`src/rtl/soccer_pkg.sv`:
```
// Shared soccer-game types and field constants for the CPU opponent logic.
package soccer_pkg;

    localparam int unsigned POS_W = 10;

    typedef enum logic [1:0] {
        IDLE   = 2'd0,
        HOLD   = 2'd1,
        CHASE  = 2'd2,
        RETURN = 2'd3
    } cpu_state_t;

    // Key bit offsets relative to the player's KEY_SHIFT base
    localparam int unsigned KEY_D = 0;
    localparam int unsigned KEY_S = 1;
    localparam int unsigned KEY_A = 2;
    localparam int unsigned KEY_W = 3;

    localparam int unsigned FIELD_HALF_X = 320;
    localparam int unsigned DEF_HOME_X   = 430;
    localparam int unsigned DEF_HOME_Y   = 240;

endpackage

```
`src/rtl/axis_steer.sv`:
```
// Single-axis steering: flags whether the target lies beyond the deadband
// above (inc) or below (dec) the current position.
module axis_steer #(
    parameter int unsigned W = 10
) (
    input  logic [W-1:0] target,
    input  logic [W-1:0] self,
    input  logic [W-1:0] deadband,
    output logic         inc,
    output logic         dec
);

    logic [W:0] target_w;
    logic [W:0] self_w;
    logic [W:0] dead_w;

    // One extra bit so position+deadband never wraps
    assign target_w = {1'b0, target};
    assign self_w   = {1'b0, self};
    assign dead_w   = {1'b0, deadband};

    assign inc = target_w > (self_w + dead_w);
    assign dec = (target_w + dead_w) < self_w;

endmodule

```
`src/rtl/cpu_player_driver.sv`:
```
// CPU opponent: periodically steers one player toward the ball or its home
// spot by synthesizing the W/A/S/D keycode bits the motion block consumes.
module cpu_player_driver
    import soccer_pkg::*;
#(
    parameter int unsigned KEY_SHIFT     = 6,
    parameter int unsigned DECIDE_PERIOD = 4,
    parameter int unsigned KICKOFF_DELAY = 60,
    parameter int unsigned DEADBAND      = 4,
    parameter int unsigned HOME_X        = DEF_HOME_X,
    parameter int unsigned HOME_Y        = DEF_HOME_Y,
    parameter int unsigned HALF_X        = FIELD_HALF_X
) (
    input  logic             frame_clk,
    input  logic             Reset,
    input  logic             enable,
    input  logic             centerPlayer,
    input  logic [POS_W-1:0] ballX,
    input  logic [POS_W-1:0] ballY,
    input  logic [POS_W-1:0] selfX,
    input  logic [POS_W-1:0] selfY,
    output logic [31:0]      keycode,
    output logic [1:0]       cpu_state
);

    localparam int unsigned CNT_MAX = (KICKOFF_DELAY > DECIDE_PERIOD) ? KICKOFF_DELAY : DECIDE_PERIOD;
    localparam int unsigned CNT_W   = (CNT_MAX > 1) ? $clog2(CNT_MAX) : 1;

    cpu_state_t       state;
    logic [CNT_W-1:0] cnt;

    logic             chase_c;
    logic [POS_W-1:0] tx_c;
    logic [POS_W-1:0] ty_c;
    logic             x_inc_c;
    logic             x_dec_c;
    logic             y_inc_c;
    logic             y_dec_c;
    logic [31:0]      key_c;

    // Mode and target selection for a decision taken this frame
    assign chase_c = ballX >= POS_W'(HALF_X);
    assign tx_c    = chase_c ? ballX : POS_W'(HOME_X);
    assign ty_c    = chase_c ? ballY : POS_W'(HOME_Y);

    axis_steer #(.W(POS_W)) u_steer_x (
        .target   (tx_c),
        .self     (selfX),
        .deadband (POS_W'(DEADBAND)),
        .inc      (x_inc_c),
        .dec      (x_dec_c)
    );

    axis_steer #(.W(POS_W)) u_steer_y (
        .target   (ty_c),
        .self     (selfY),
        .deadband (POS_W'(DEADBAND)),
        .inc      (y_inc_c),
        .dec      (y_dec_c)
    );

    always_comb begin
        key_c = '0;
        key_c[KEY_SHIFT + KEY_D] = x_inc_c;
        key_c[KEY_SHIFT + KEY_A] = x_dec_c;
        key_c[KEY_SHIFT + KEY_S] = y_inc_c;
        key_c[KEY_SHIFT + KEY_W] = y_dec_c;
    end

    // Control FSM with registered keycode; cnt paces kickoff and decisions
    always_ff @(posedge frame_clk or posedge Reset) begin
        if (Reset) begin
            state   <= IDLE;
            keycode <= '0;
            cnt     <= '0;
        end else if (!enable) begin
            state   <= IDLE;
            keycode <= '0;
            cnt     <= '0;
        end else if (centerPlayer) begin
            state   <= HOLD;
            keycode <= '0;
            cnt     <= CNT_W'(KICKOFF_DELAY - 1);
        end else begin
            case (state)
                IDLE: begin
                    state   <= HOLD;
                    keycode <= '0;
                    cnt     <= CNT_W'(KICKOFF_DELAY - 1);
                end
                HOLD, CHASE, RETURN: begin
                    if (cnt != '0) begin
                        cnt <= cnt - CNT_W'(1);
                        if (state == HOLD) begin
                            keycode <= '0;
                        end
                    end else begin
                        state   <= chase_c ? CHASE : RETURN;
                        keycode <= key_c;
                        cnt     <= CNT_W'(DECIDE_PERIOD - 1);
                    end
                end
                default: begin
                    state   <= IDLE;
                    keycode <= '0;
                    cnt     <= '0;
                end
            endcase
        end
    end

    assign cpu_state = 2'(state);

endmodule

```
`config.mk`:
```
export PLATFORM = sky130hd
export DESIGN_NAME = cpu_player_driver
export DESIGN_NICKNAME = d
export VERILOG_FILES = /design/src/rtl/soccer_pkg.sv /design/src/rtl/axis_steer.sv /design/src/rtl/cpu_player_driver.sv
export SDC_FILE = /design/constraint.sdc
export NUM_CORES = 1
export LEC_CHECK = 0
export CORE_MARGIN = 4
export CORE_UTILIZATION = 35
export DETAILED_ROUTE_END_ITERATION = 8
export PLACE_DENSITY = 0.67
export SYNTH_ARGS = -nofsm -noshare
export SYNTH_HDL_FRONTEND = slang
export SYNTH_SLANG_ARGS = --single-unit
```
`constraint.sdc`:
```
create_clock -name frame_clk -period 1.7 [get_ports frame_clk]
set_clock_uncertainty 0.15 [all_clocks]
set_input_delay 0.255 -clock frame_clk [delete_from_list [all_inputs] [get_ports frame_clk]]
set_output_delay 0.255 -clock frame_clk [all_outputs]
set_load 0.01 [all_outputs]
```
==> impl_results.md, run 1 <==
* Number of nets in the layout at 515
* Non-filler cells in the finished layout at 505
* Leak Pwr at 0.001869 uW
* Starting Density at 36.95%
* CP max stage delay at 390 ps
* VDD IR-drop max at 0.0006670 V
* Share of layout cells above drive strength 1 at 40.23%
* Slew Limit Fails at 0
* Area leader, netlist: ha_1
* Reg2reg path depth at 6
* Net Sw Frac at 35.91%
* FF+latch count, synth at 12
* Clock group share of total power at 19.7%
* Yosys cell types at 45
* Synth top cells by count: ha_1, buf_4, inv_1, nand2_1
* Clock Latency Late Sink at 240 ps
* Yosys warns at 0
* F_max at 430.2 MHz
* I/O Pins at 78
* Startpoint types: primary input
* Arr. time, crit path at 2300 ps
* Placed instance count at 479
* CTS max path bufs at 2
* H-tree levels at 1
* Most frequent cell after synthesis: ha_1
* Part of the Yosys area used for sequential elements at 13.41%
* Syn avg cell area at 7.804 sq um
* Vias in the first global route at 2596
* Gr ovfl total at 0
* Initial DRC Count at 112
* Met2 Use GR at 33.01%
* Die span in x at 88.00 microns
* GP Congestion at 0.8716
* FF-to-FF Start: cnt[0]$_DFF_PP0_
* CP max-delay cell: or3_4
* Worst hold path class: in -> async
* Final wirelength at 7.437 mm
* Post-synth EDFFs at 0
* Cells after Synth at 287
* Cts hold-fix bufs at 0
* RSZ-0062 raised after global routing: yes
* Crit path time final at 2324 ps
* WS Path Type: in -> reg
* M3 GR Usage at 2.352%
* Reg clk slew, reported paths at 60 ps
* Layer with the highest usage: met2
* Largest net degree at the start of global routing at 13
* Async set-reset flop share out of synthesis at 100.0%
* Worst Path Buf+Inv at 1
* Max-cap violations at 0
* Vias at 2516
* Register-to-register setup slack at -40 ps
* CP required at 1680 ps
* P_sw at 572.1 uW
* Placeable Area at 0.006061 sq mm
* Port bufs at 49
* Final Hold Fails at 0
* DRT Pass-1 Iters at 4
* Crit-path max FO at 2
* Setup ws final at -624.4 ps
* CTS Root Cell: clkbuf_8
* Inserted Diodes at 0
* Clock Sinks at 12
* Synth top area share at 22.35%
* Synthesis-to-finish area growth at 73.63%
* Number of CTS-inserted buffers at 3
* Pwr Density at 409.7 mW/mm^2
* Seq pwr share at 19.4%
* Pint at 1021 uW
* Dominant synthesized flop cell: dfrtp_1
* DRC at 0
* First-pass GRT wire length at 11.39 mm
* CP top delay family: compound AO/OA/AOI/OAI gates
* CTS tree: built
* Status: complete, but fails checks
* Vias per cell at 4.982
* Met1 usage at 21.25%
* Total die area at 0.007743 sq mm
* RR Endpoint: keycode[9]$_DFFE_PP0P_
* DRT antenna net count at 0
* # rows at 28
* Initial antenna violation count at 0
* Combinational Power Share at 60.9%
* Failing checks: setup timing
* Total Routing Usage GR at 18.07%
* Largest cells by area after synthesis: ha_1, dfrtp_1, buf_4
* Critical path, cell by cell: clkdlybuf4s15_1, nand2_1, or3_4, xnor2_2, ha_4, a21o_1, a21oi_2, o311ai_2, a32o_2, a22o_1
* Period Utilization, post-route at 136.7%
* HPWL after DPL at 5.179 mm
* Setup crit end kind: flop
* Fin Hold WS at 174.6 ps
* Die Y at 88.00 microns
* Wire per inst at 14.73 microns
* Endpoints failing setup at 4
* Post-Syn Area at 0.002240 sq mm
power by group through the flow:
stage               registers (uW)  clock network, uW  logic, uW
global placement               312                  0        728
finish                         309                314        970
CTS                            307                324        865
global route                   311                343       1050
detailed placement             312                  0        743
floorplan                      312                  0        434
repair_timing:
action | in CTS | in global routing
setup buffers | 20 | 3
endpoints found under the setup margin | 5 | 6
resized for setup | 121 | 33
pin swaps | 48 | 27
flip-flops by register name (all words and copies together), names as in the netlist:
signal / count
cnt: 6
cpu_state: 2
keycode: 4
cells by family after synthesis:
family	count (synthesis)	share of synthesized area (%)
buffers and inverters	57	14.25
AO/OA/AOI/OAI	54	16.59
AND/OR/NAND/NOR	95	22.24
XOR/XNOR	27	10.56
other	1	0.1674
adder cells (fa/ha/maj)	41	22.79
flip-flops	12	13.41
worst max path at each step:
| stage | from | to | slack, ps | cells past startpoint |
|---|---|---|---|---|
| 2_1_floorplan | ballX[7] | keycode[7]$_DFFE_PP0P_ | -670 | 11 |
| 3_3_place_gp | ballX[6] | keycode[9]$_DFFE_PP0P_ | -1300 | 11 |
| 3_5_place_dp | selfX[3] | keycode[6]$_DFFE_PP0P_ | -1330 | 11 |
| 4_1_cts | selfY[3] | keycode[7]$_DFFE_PP0P_ | -470 | 11 |
| 5_1_grt | ballX[7] | keycode[8]$_DFFE_PP0P_ | -660 | 14 |
| 6_report | selfY[6] | keycode[7]$_DFFE_PP0P_ | -620 | 10 |
through the flow:
step | util, % | total power, uW | instance area [sq um] | setup TNS, ps | setup WS (ps)
3_3_place_gp | 54.07 | 1040 | 3277 | -5203 | -1295
4_1_cts | 61.23 | 1496 | 3711 | -1755 | -465.3
6_report | 64.16 | 1593 | 3889 | -2182 | -624.4
3_5_place_dp | 54.07 | 1056 | 3277 | -5486 | -1332
5_1_grt | 64.16 | 1707 | 3889 | -2433 | -655.6
2_1_floorplan | - | 746.0 | 2394 | -2423 | -672.3
cells in the final DEF, fill, tap and decap left out, types with 4 or more instances in the layout:
cell	count
a21oi_1	8
clkbuf_8	4
a21o_1	6
nand2b_1	9
xor2_1	8
dlygate4sd2_1	11
conb_1	28
ha_4	11
nand3_1	13
and3_4	4
nor2b_1	6
dfrtp_1	12
clkdlybuf4s50_1	23
buf_6	6
a21boi_0	4
nor2_1	5
nand2_1	17
buf_2	4
o21ai_1	4
a21oi_2	5
inv_2	5
xnor2_1	16
inv_1	21
buf_4	90
ha_1	29
per-layer routing:
layer | vias up | routed length (microns)
met5 | - | 0
met1 | 1155 | 2937
met2 | 99 | 3814
li1 | 1235 | -
met3 | 27 | 419
met4 | 0 | 266
cell type report:
class | instances | area [sq um]
Multi-Input combinational cell | 245 | 2132
Sequential cell | 12 | 300.3
Fill cell | 501 | 2172
Clock buffer | 4 | 55.05
Timing Repair Buffer | 143 | 1210
Inverter | 26 | 97.59
Tap cell | 75 | 93.84
(Power assumes the default switching activity.)
==> run 2: changes to the inputs <==
--- a/config.mk
+++ b/config.mk
@@ -5,10 +5,12 @@
 export SDC_FILE = /design/constraint.sdc
 export NUM_CORES = 1
 export LEC_CHECK = 0
+export CAP_MARGIN = 20
 export CORE_MARGIN = 4
 export CORE_UTILIZATION = 35
 export DETAILED_ROUTE_END_ITERATION = 8
 export PLACE_DENSITY = 0.67
+export SKIP_CTS_REPAIR_TIMING = 1
 export SYNTH_ARGS = -nofsm -noshare
 export SYNTH_HDL_FRONTEND = slang
 export SYNTH_SLANG_ARGS = --single-unit
==> run 2 against run 1 <==
  * The run still ends with setup timing left
  * Largest cell class unchanged
  * Global-route usage fell by 3.1 points
  * Combinational power fell by 8.7%
  * Hold slack improved by 0.81 ps
  * First-iteration DRC count fell by 25%
  * Critical path type unchanged
  * Largest power group unchanged
==> impl_results.md, run 2 (synthesis gave the netlist of run 1 again) <==
* Status: complete, but fails checks
* Failing checks: setup timing
* Share of layout cells above drive strength 1 at 33.89%
* Final Hold Fails at 0
* Starting Density at 36.95%
* TNS Setup at -1904 ps
* CP required at 1680 ps
* Worst Setup SP: selfY[3]
* Design Area, Final at 0.003701 sq mm
* Critical path, cell by cell: buf_8, ha_4, nand2_2, or3_4, xnor2_2, ha_1, a21o_1, a21oi_2, o311ai_2, a32o_2, a22o_1
* Inserted Diodes at 0
* Vias in the first global route at 2240
* Startpoint types: primary input
* Period Utilization, post-route at 133.3%
* CTS Root Cell: clkbuf_8
* CP max-delay cell: or3_4
* DRC at 0
* RSZ-0062 raised after global routing: yes
* Largest net degree at the start of global routing at 13
* Crit path time final at 2266 ps
* Fin Hold WS at 175.5 ps
* CTS max path bufs at 2
* Total die area at 0.007743 sq mm
* Fill count at 536
* Gr ovfl total at 0
* Number of CTS-inserted buffers at 3
* Clock Latency Late Sink at 240 ps
* Most frequent cells in the layout: buf_4, ha_1, conb_1
* # rows at 28
* Number of nets in the layout at 501
* Max reg flops at 6
* I/O Pins at 78
* Vias at 2384
* Initial antenna violation count at 0
* Biggest register: cnt
* CP max stage delay at 370 ps
* Reg clk slew, reported paths at 50 ps
* Setup ws final at -565.8 ps
* Endpoints failing setup at 4
* Leak Pwr at 0.001890 uW
* CTS tree: built
* Port bufs at 49
* Worst hold path class: in -> async
* Total Routing Usage GR at 14.96%
* Max-cap violations at 0
* Final wirelength at 6.566 mm
* VDD IR-drop max at 0.0006677 V
* Synthesis-to-finish area growth at 65.25%
* DRT antenna net count at 0
* Slew Limit Fails at 0
* First-pass GRT wire length at 9.597 mm
* Die span in x at 88.00 microns
* Pwr Density at 407.7 mW/mm^2
* Setup crit end kind: flop
* Register-to-register setup slack at -30 ps
* Reg2reg path depth at 6
* HPWL after DPL at 5.179 mm
* Wire per inst at 13.37 microns
* WS Path Type: in -> reg
* Placed instance count at 479
* Non-filler cells in the finished layout at 491
* Clock Sinks at 12
* Die Y at 88.00 microns
* RR Endpoint: keycode[9]$_DFFE_PP0P_
* FF-to-FF Start: cnt[0]$_DFF_PP0_
* H-tree levels at 1
* Crit-path max FO at 3
* Placeable Area at 0.006061 sq mm
* Arr. time, crit path at 2250 ps
* DRT Pass-1 Iters at 4
* GP Congestion at 0.8716
* F_max at 441.3 MHz
* Initial DRC Count at 84
* Placed Instance Area at 0.003277 sq mm
* Commonest non-fill, non-tap cell in the layout: buf_4
* Vias per cell at 4.855
run 2: changes by cell type in the layout (fill, tap and decap cells not counted), sizes merged:
cell,delta
buf,-18
clkbuf,+3
clkdlybuf4s15,-4
dlymetal6s2s,+14
dlygate4sd2,-11
clkdlybuf4s50,+2
run 2: per-layer routing:
layer	global-route usage, %	part of all wire, %	wire length [microns]	vias up
met1	20.04	42	2751	1094
met2	26.03	52	3396	70
li1	-	-	-	1206
met4	2.232	1.4	91	0
met3	1.976	5.0	326	14
met5	0	0	0	-
run 2: worst max-delay path by stage:
stage	endpoint	slack [ps]	cells past startpoint
after detailed placement	keycode[6]$_DFFE_PP0P_	-1330	11
after floorplan	keycode[7]$_DFFE_PP0P_	-670	11
after CTS	keycode[6]$_DFFE_PP0P_	-1060	11
after global routing	keycode[8]$_DFFE_PP0P_	-620	13
final	keycode[7]$_DFFE_PP0P_	-570	11
after global placement	keycode[9]$_DFFE_PP0P_	-1300	11
run 2: metrics by stage:
step | utilization (%) | worst slack (ps) | total power [uW]
after floorplan | - | -672.3 | 746.0
after global placement | 54.07 | -1295 | 1040
after detailed placement | 54.07 | -1332 | 1056
after CTS | 54.98 | -1058 | 1379
after global routing | 61.07 | -623.3 | 1629
final | 61.07 | -565.8 | 1509
run 2: cell type report:
cell class | instances | area [sq um] | share of cell area (%)
Multi-Input combinational cell | 245 | 2026 | 54.73
Inverter | 26 | 97.59 | 2.637
Clock buffer | 4 | 55.05 | 1.487
Timing Repair Buffer | 129 | 1129 | 30.49
Sequential cell | 12 | 300.3 | 8.114
Tap cell | 75 | 93.84 | 2.535
run 2: worst max-delay path, delay by kind of cell:
kind,cells,cell delay [ps]
buf+inv,1,80
compound gates,5,890
fa+ha+maj,2,440
simple gates,2,420
xor+xnor,1,150
run 2: power breakdown:
group	internal (uW)	switching, uW	total [uW]
combinational	479	407	886
sequential	298	11.6	309
clock	205	109	314
total	981	528	1510
